File: src/rtl/kbd_pkg.sv
// rtl/kbd_pkg.sv - shared types and Set-2 constants for the PS/2 key decoder
package kbd_pkg;

    typedef enum logic [1:0] {
        KBD_IDLE     = 2'd0,
        KBD_PRE_E0   = 2'd1,
        KBD_PRE_F0   = 2'd2,
        KBD_PRE_E0F0 = 2'd3
    } kbd_state_e;

    localparam logic [7:0] PS2_E0     = 8'hE0;
    localparam logic [7:0] PS2_F0     = 8'hF0;
    localparam logic [7:0] PS2_LSHIFT = 8'h12;
    localparam logic [7:0] PS2_RSHIFT = 8'h59;
    localparam logic [7:0] PS2_CTRL   = 8'h14;
    localparam logic [7:0] PS2_CAPS   = 8'h58;

    typedef struct packed {
        logic       ext;
        logic       brk;
        logic [7:0] code;
        logic [7:0] ascii;
    } kbd_event_t;

    // Keyboard housekeeping replies that never start a key sequence
    function automatic logic is_discard(input logic [7:0] b);
        return (b == 8'h00) || (b == 8'hAA) || (b == 8'hEE) ||
               (b == 8'hFA) || (b == 8'hFF);
    endfunction

endpackage

File: src/rtl/ps2_key_decoder_if.sv
// rtl/ps2_key_decoder_if.sv - key event valid/ready stream between decoder and console
interface ps2_key_decoder_if;
    logic       ev_valid;
    logic       ev_ready;
    logic [7:0] ev_code;
    logic [7:0] ev_ascii;
    logic       ev_break;
    logic       ev_ext;

    modport master (output ev_valid, ev_code, ev_ascii, ev_break, ev_ext,
                    input  ev_ready);
    modport slave  (input  ev_valid, ev_code, ev_ascii, ev_break, ev_ext,
                    output ev_ready);
endinterface

File: src/rtl/kbd_event_fifo.sv
// rtl/kbd_event_fifo.sv - synchronous power-of-two FIFO holding decoded key events
module kbd_event_fifo
    import kbd_pkg::*;
#(
    parameter int DEPTH = 8,
    parameter int WIDTH = 18
) (
    input  logic             clk,
    input  logic             resetn,
    input  logic             push,
    input  logic [WIDTH-1:0] push_data,
    input  logic             pop,
    output logic [WIDTH-1:0] pop_data,
    output logic             full,
    output logic             empty
);
    localparam int AW = $clog2(DEPTH);
    localparam logic [AW:0] FULL_CNT = (AW+1)'(DEPTH);

    logic [WIDTH-1:0] mem [DEPTH];
    logic [AW-1:0]    wr_ptr;
    logic [AW-1:0]    rd_ptr;
    logic [AW:0]      count;
    logic             do_push;
    logic             do_pop;

    assign empty    = (count == '0);
    assign full     = (count == FULL_CNT);
    assign do_pop   = pop & ~empty;
    // A pop in the same cycle frees the slot, so a full FIFO can still accept
    assign do_push  = push & (~full | do_pop);
    assign pop_data = mem[rd_ptr];

    always_ff @(posedge clk) begin
        if (do_push) mem[wr_ptr] <= push_data;
    end

    always_ff @(posedge clk) begin
        if (!resetn) begin
            wr_ptr <= '0;
            rd_ptr <= '0;
            count  <= '0;
        end else begin
            if (do_push) wr_ptr <= wr_ptr + 1'b1;
            if (do_pop)  rd_ptr <= rd_ptr + 1'b1;
            count <= count + {{AW{1'b0}}, do_push} - {{AW{1'b0}}, do_pop};
        end
    end

endmodule

File: src/rtl/ps2_key_decoder.sv
// rtl/ps2_key_decoder.sv - Set-2 scan code parser, modifier tracking, ASCII and event FIFO
// Optional typematic repeat filter: KBD_REPEAT_FILTER_EN
module ps2_key_decoder
    import kbd_pkg::*;
#(
    parameter int FIFO_DEPTH = 8
) (
    input  logic                    clk,
    input  logic                    resetn,
    input  logic [7:0]              code_in,
    input  logic                    code_valid,
    ps2_key_decoder_if.master       ev,
    output logic                    shift_o,
    output logic                    ctrl_o,
    output logic                    caps_o,
    output logic [7:0]              press_cnt,
    output logic                    overflow
);
    localparam logic [1:0] ST_IDLE     = KBD_IDLE;
    localparam logic [1:0] ST_PRE_E0   = KBD_PRE_E0;
    localparam logic [1:0] ST_PRE_F0   = KBD_PRE_F0;
    localparam logic [1:0] ST_PRE_E0F0 = KBD_PRE_E0F0;

    function automatic logic [7:0] scan_to_ascii(input logic [7:0] code, input logic ext,
                                                 input logic shift, input logic caps);
        logic [7:0] lc;
        logic [7:0] uc;
        logic       letter;
        {lc, uc} = 16'h0000;
        if (!ext) begin
            case (code)
                8'h1C: {lc, uc} = "aA";  8'h32: {lc, uc} = "bB";  8'h21: {lc, uc} = "cC";
                8'h23: {lc, uc} = "dD";  8'h24: {lc, uc} = "eE";  8'h2B: {lc, uc} = "fF";
                8'h34: {lc, uc} = "gG";  8'h33: {lc, uc} = "hH";  8'h43: {lc, uc} = "iI";
                8'h3B: {lc, uc} = "jJ";  8'h42: {lc, uc} = "kK";  8'h4B: {lc, uc} = "lL";
                8'h3A: {lc, uc} = "mM";  8'h31: {lc, uc} = "nN";  8'h44: {lc, uc} = "oO";
                8'h4D: {lc, uc} = "pP";  8'h15: {lc, uc} = "qQ";  8'h2D: {lc, uc} = "rR";
                8'h1B: {lc, uc} = "sS";  8'h2C: {lc, uc} = "tT";  8'h3C: {lc, uc} = "uU";
                8'h2A: {lc, uc} = "vV";  8'h1D: {lc, uc} = "wW";  8'h22: {lc, uc} = "xX";
                8'h35: {lc, uc} = "yY";  8'h1A: {lc, uc} = "zZ";
                8'h16: {lc, uc} = "1!";  8'h1E: {lc, uc} = "2@";  8'h26: {lc, uc} = "3#";
                8'h25: {lc, uc} = "4$";  8'h2E: {lc, uc} = "5%";  8'h36: {lc, uc} = "6^";
                8'h3D: {lc, uc} = "7&";  8'h3E: {lc, uc} = "8*";  8'h46: {lc, uc} = "9(";
                8'h45: {lc, uc} = "0)";
                8'h0E: {lc, uc} = 16'h607E;  8'h4E: {lc, uc} = 16'h2D5F;
                8'h55: {lc, uc} = 16'h3D2B;  8'h54: {lc, uc} = 16'h5B7B;
                8'h5B: {lc, uc} = 16'h5D7D;  8'h5D: {lc, uc} = 16'h5C7C;
                8'h4C: {lc, uc} = 16'h3B3A;  8'h52: {lc, uc} = 16'h2722;
                8'h41: {lc, uc} = 16'h2C3C;  8'h49: {lc, uc} = 16'h2E3E;
                8'h4A: {lc, uc} = 16'h2F3F;
                8'h29: {lc, uc} = 16'h2020;  8'h5A: {lc, uc} = 16'h0D0D;
                8'h66: {lc, uc} = 16'h0808;
                default: {lc, uc} = 16'h0000;
            endcase
        end
        letter = (lc >= 8'h61) && (lc <= 8'h7A);
        return (letter ? (shift ^ caps) : shift) ? uc : lc;
    endfunction

    logic [1:0] state;
    logic [1:0] state_next;
    logic       key_seen;
    logic       key_brk;
    logic       key_ext;
    logic       caps_held;

    always_comb begin
        state_next = state;
        key_seen   = 1'b0;
        key_brk    = 1'b0;
        key_ext    = 1'b0;
        if (code_valid) begin
            case (state)
                ST_IDLE: begin
                    if (code_in == PS2_E0)      state_next = ST_PRE_E0;
                    else if (code_in == PS2_F0) state_next = ST_PRE_F0;
                    else if (!is_discard(code_in)) key_seen = 1'b1;
                end
                ST_PRE_E0: begin
                    if (code_in == PS2_F0) state_next = ST_PRE_E0F0;
                    else if (code_in != PS2_E0) begin
                        key_seen = 1'b1; key_ext = 1'b1; state_next = ST_IDLE;
                    end
                end
                ST_PRE_F0: begin
                    if (code_in != PS2_F0) begin
                        key_seen = 1'b1; key_brk = 1'b1; state_next = ST_IDLE;
                    end
                end
                default: begin
                    if (code_in != PS2_E0 && code_in != PS2_F0) begin
                        key_seen = 1'b1; key_brk = 1'b1; key_ext = 1'b1; state_next = ST_IDLE;
                    end
                end
            endcase
        end
    end

    logic is_shift, is_ctrl, is_caps, key_ev, repeat_drop, push, pop;
    logic fifo_full, fifo_empty;
    kbd_event_t new_ev, head;

    assign is_shift = !key_ext && (code_in == PS2_LSHIFT || code_in == PS2_RSHIFT);
    assign is_ctrl  = (code_in == PS2_CTRL);
    assign is_caps  = !key_ext && (code_in == PS2_CAPS);
    assign key_ev   = key_seen && !(is_shift || is_ctrl || is_caps);
    assign push     = key_ev && !repeat_drop;
    assign pop      = ev.ev_valid && ev.ev_ready;

    assign new_ev = '{ext: key_ext, brk: key_brk, code: code_in,
                      ascii: scan_to_ascii(code_in, key_ext, shift_o, caps_o)};

`ifdef KBD_REPEAT_FILTER_EN
    logic       held_valid;
    logic       held_ext;
    logic [7:0] held_code;
    logic       held_match;

    assign held_match  = held_valid && (held_ext == key_ext) && (held_code == code_in);
    assign repeat_drop = !key_brk && held_match;

    always_ff @(posedge clk) begin
        if (!resetn) begin
            held_valid <= 1'b0;
            held_ext   <= 1'b0;
            held_code  <= 8'h00;
        end else if (key_ev) begin
            if (!key_brk) begin
                held_valid <= 1'b1;
                held_ext   <= key_ext;
                held_code  <= code_in;
            end else if (held_match) begin
                held_valid <= 1'b0;
            end
        end
    end
`else
    assign repeat_drop = 1'b0;
`endif

    always_ff @(posedge clk) begin
        if (!resetn) begin
            state     <= ST_IDLE;
            shift_o   <= 1'b0;
            ctrl_o    <= 1'b0;
            caps_o    <= 1'b0;
            caps_held <= 1'b0;
            press_cnt <= 8'h00;
            overflow  <= 1'b0;
        end else begin
            state <= state_next;
            if (key_seen) begin
                if (is_shift) shift_o <= !key_brk;
                if (is_ctrl)  ctrl_o  <= !key_brk;
                // Caps toggles once per physical press; typematic makes are ignored
                if (is_caps) begin
                    if (!key_brk && !caps_held) caps_o <= !caps_o;
                    caps_held <= !key_brk;
                end
                if (key_ev && key_brk) press_cnt <= press_cnt + 8'd1;
            end
            if (push && fifo_full && !pop) overflow <= 1'b1;
        end
    end

    kbd_event_fifo #(.DEPTH(FIFO_DEPTH), .WIDTH($bits(kbd_event_t))) u_fifo (
        .clk       (clk),
        .resetn    (resetn),
        .push      (push),
        .push_data (new_ev),
        .pop       (pop),
        .pop_data  (head),
        .full      (fifo_full),
        .empty     (fifo_empty)
    );

    // Head fields read as zero when empty so stale RAM never leaks out
    assign ev.ev_valid = !fifo_empty;
    assign ev.ev_code  = fifo_empty ? 8'h00 : head.code;
    assign ev.ev_ascii = fifo_empty ? 8'h00 : head.ascii;
    assign ev.ev_break = !fifo_empty && head.brk;
    assign ev.ev_ext   = !fifo_empty && head.ext;

endmodule
File: src/flat_wrapper.sv
// flat-port wrapper written by rule: the top's interface ports become plain ports
module ps2_key_decoder_flat import kbd_pkg::*;
#(
    parameter int FIFO_DEPTH = 8
)
  (clk, resetn, code_in, code_valid, shift_o, ctrl_o, caps_o, press_cnt, overflow, ev_ev_valid, ev_ev_code, ev_ev_ascii, ev_ev_break, ev_ev_ext, ev_ev_ready);
  ps2_key_decoder_if ev_i ();
  input  logic clk;
  input  logic resetn;
  input  logic [7:0] code_in;
  input  logic code_valid;
  output logic shift_o;
  output logic ctrl_o;
  output logic caps_o;
  output logic [7:0] press_cnt;
  output logic overflow;
  output wire logic [$bits(ev_i.ev_valid)-1:0] ev_ev_valid;
  output wire logic [$bits(ev_i.ev_code)-1:0] ev_ev_code;
  output wire logic [$bits(ev_i.ev_ascii)-1:0] ev_ev_ascii;
  output wire logic [$bits(ev_i.ev_break)-1:0] ev_ev_break;
  output wire logic [$bits(ev_i.ev_ext)-1:0] ev_ev_ext;
  input wire logic [$bits(ev_i.ev_ready)-1:0] ev_ev_ready;
  assign ev_ev_valid = ev_i.ev_valid;
  assign ev_ev_code = ev_i.ev_code;
  assign ev_ev_ascii = ev_i.ev_ascii;
  assign ev_ev_break = ev_i.ev_break;
  assign ev_ev_ext = ev_i.ev_ext;
  assign ev_i.ev_ready = ev_ev_ready;
  ps2_key_decoder #(.FIFO_DEPTH(FIFO_DEPTH)) u_core (.clk(clk), .resetn(resetn), .code_in(code_in), .code_valid(code_valid), .ev(ev_i), .shift_o(shift_o), .ctrl_o(ctrl_o), .caps_o(caps_o), .press_cnt(press_cnt), .overflow(overflow));
endmodule
File: config.mk
export PLATFORM = sky130hd
export DESIGN_NAME = ps2_key_decoder_flat
export DESIGN_NICKNAME = d
export VERILOG_FILES = /design/src/rtl/kbd_pkg.sv /design/src/rtl/ps2_key_decoder_if.sv /design/src/rtl/kbd_event_fifo.sv /design/src/rtl/ps2_key_decoder.sv /design/src/flat_wrapper.sv
export SDC_FILE = /design/constraint.sdc
export NUM_CORES = 1
export LEC_CHECK = 0
export CAP_MARGIN = 15
export CORE_UTILIZATION = 61
export CTS_CLUSTER_DIAMETER = 80
export DETAILED_ROUTE_END_ITERATION = 6
export PLACE_DENSITY = 0.81
export SLEW_MARGIN = 40
export SYNTH_ARGS = -nofsm -noshare
export SYNTH_HDL_FRONTEND = slang
export SYNTH_SLANG_ARGS = --single-unit
File: constraint.sdc
create_clock -name clk -period 4.6 [get_ports clk]
set_input_delay 0.46 -clock clk [delete_from_list [all_inputs] [get_ports clk]]
set_output_delay 0.46 -clock clk [all_outputs]
set_load 0.01 [all_outputs]
==> results.yml <==
worst_setup_path:
  arrival_ps: 4070
  cp_data_required_time_ps: 4870
  crit_type: "in -> reg"
  path_max_fanout: 16
  rr_worst_depth: 9
  endpoint_kind: "flop"
  worstSetupStartpointType: "input pin"
clock_tree:
  clk_latency_ps: 420
  htreeDepth: 4
  ctsResizeCount: 0
  root_buffer: "clkbuf_16"
  ctsHoldBuffers: 0
  clock-sinks: 164
  post_cts_buffers: 0
  cts_tree: "done"
  clk_path_buf_depth: 2
  numCtsBuffers: 17
  clkTransAtPathRegs_ps: 70
floorplanning:
  fp-row-count: 42
  io_pins: 43
  start_util_pct: 63.24
  die-height_um: 119.9
  die_area_mm2: 0.01437
  coreArea_mm2: 0.01340
  chipWidth_um: 119.9
drt:
  drc: 0
  wirelength_mm: 22.06
  vias: 6101
  vias_per_cell: 6.682
  final_antenna_net_count: 0
  initialDrtViolationCount: 859
  avgRoutedWirePerCell_um: 24.16
  dr.pass1.iters: 5
sta:
  finalClockSkew_ps: 12.85
  post-route-min-period_ps: 3793
  final-setup-viol-count: 0
  hold_viol: 0
  timing.final.max_slew_violations: 0
  slew_headroom_pct: 51.00
  setup_tns_ps: 0
  period_share_pct: 82.45
  worstMarginPinSlew_ps: 734.1
  rsz0062_at_grt: "no"
  fmax_ghz: 0.2637
layout:
  final_nets: 755
  fin_area_mm2: 0.009749
  n_antenna_cell: 0
  drive_gt1_share_pct: 18.45
  fin_cells: 913
  final_cell_mix: "edfxtp_1 (136), nor2_1 (63), nand2_1 (54), clkdlybuf4s50_1 (38)"
  areaGrowthSynthToFinish_pct: 15.05
  layout_commonest_cell: "edfxtp_1"
yosys:
  synthesis.instances: 675
  syn_nets: 704
  ys_seq_area_share_pct: 54.81
  synth-warning-count: 0
  synth_area_per_cell_um2: 12.55
  synth-seq-cells: 164
  synthesis.area_mm2: 0.008474
  synth_edf_count: 136
  yosysUniqueCellTypes: 77
  synthArstFlopShare_pct: 0
  synthFlopType: "edfxtp_1"
placed_design:
  dpl.cell_count: 883
  gp_congestion: 0.9627
  place_area_mm2: 0.009173
  portBuffers: 41
  dp_hpwl_mm: 14.14
status:
  outcome: "completed"
power_and_ir_drop:
  p_leak_nw: 3.384
  power_density_mw_per_mm2: 451.6
  combPwrFrac_pct: 28.0
  swShare_pct: 29.16
  p_int_mw: 3.119
  seq_power_share_pct: 40.6
  switchingPower_mw: 1.284
  max-vdd-ir-drop_v: 0.0002592
  power_frac_clock_pct: 31.3
  power.total_mw: 4.403
grt:
  grt.overflow.total: 0
  grt_max_degree: 64
  track_usage_pct: 32.22
  grt_pass1_wl_mm: 33.96
  first_global_vias: 6048
  antenna_found_initial: 0
worst_hold_path:
  hp-class: "reg -> reg"
  hold_depth: 2
flow_run:
  maxCapViolations: 0
-- critical path, stage by stage --
cell	delay, ps
clkdlybuf4s50_1	470
buf_4	220
ha_1	480
mux2i_2	200
a2111oi_2	420
a311oi_2	120
o21a_1	220
o221ai_1	250
a21oi_1	170
a211oi_4	510
mux2i_1	340
buf_4	210
-- kinds of logic (layout without fill, tap and decap cells) --
group | after synthesis | count (layout) | synth area share [%]
AO/OA/AOI/OAI | 130 | 130 | 10.79
XOR/XNOR | 16 | 16 | 1.654
adder cells (fa/ha/maj) | 17 | 17 | 2.599
buffers and inverters | 65 | 127 | 3.603
flip-flops | 164 | 164 | 54.81
multiplexers | 75 | 75 | 14.38
other | 1 | 1 | 0.04425
AND/OR/NAND/NOR | 207 | 207 | 12.12
-- metal layers --
layer  up-vias  GRT usage (%)  part of all wire [%]
li1       2683              -                     -
met1      2940          40.05                    38
met2       410          54.70                    51
met3        68          6.416                   8.0
met4         0          14.22                   3.1
met5         -              0                     0
-- power groups by stage --
stage                     Sequential [mW]  Clock, mW  Combinational [mW]
after global placement               1.81          0                1.17
after CTS                            1.79       1.39                1.23
after floorplan                      1.76          0               0.811
after global routing                 1.80       1.43                1.32
after detailed placement             1.82          0                1.20
final                                1.79       1.38                1.23
-- per-stage QoR --
stage / hold WS [ps] / worst slack (ps) / utilization (%)
after floorplan: 453.5 / 563.7 / -
after global placement: 453.7 / 496.5 / 68.43
after detailed placement: 475.2 / 489.0 / 68.45
after CTS: 490.2 / 877.6 / 72.75
after global routing: 528.2 / 617.6 / 72.75
final: 486.3 / 807.5 / 72.75
-- cell usage after synthesis (all sizes together) (16+ instances only) --
library cell,instances,area (um^2)
a21oi,34,173.9
buf,30,173.9
clkbuf,16,60.06
dfxtp,28,560.5
edfxtp,136,4084
ha,16,200.2
inv,18,67.57
mux2i,35,366.6
mux4,35,788.3
nand2,54,202.7
nand3,20,100.1
nor2,64,240.2
o21ai,19,95.09
-- state kept, by name, indices dropped and copies added, names as in the netlist, named ones only --
| register | cells |
|---|---|
| u_core.u_fifo.mem | 136 |
| u_core.caps_held | 1 |
| u_core.u_fifo.wr_ptr | 3 |
| u_core.shift_o | 1 |
| u_core.press_cnt | 8 |
| u_core.u_fifo.count | 4 |
| u_core.u_fifo.rd_ptr | 3 |
| u_core.ctrl_o | 1 |
| u_core.overflow | 1 |
| u_core.state | 2 |
| u_core.caps_o | 1 |
-- area by class of cell --
class | instances | area [um^2]
clock buffer | 17 | 425.4
multi-input combinational | 446 | 3538
sequential | 164 | 4646
tap | 176 | 220.2
fill | 864 | 3651
clock inverter | 13 | 150.1
timing repair buffer | 78 | 698.2
inverter | 19 | 71.32
-- path summary, 6_finish.rpt --
check                  startpoint                       to  slack [ps]
setup / recovery       code_in[0]  u_core.u_fifo.mem[7][3]         810
hold / removal    u_core.overflow          u_core.overflow         490
setup reg to reg  u_core.state[0]  u_core.u_fifo.mem[2][9]        1650
hold reg to reg   u_core.overflow          u_core.overflow         490
Note: power is estimated with default switching activity, not from simulation.
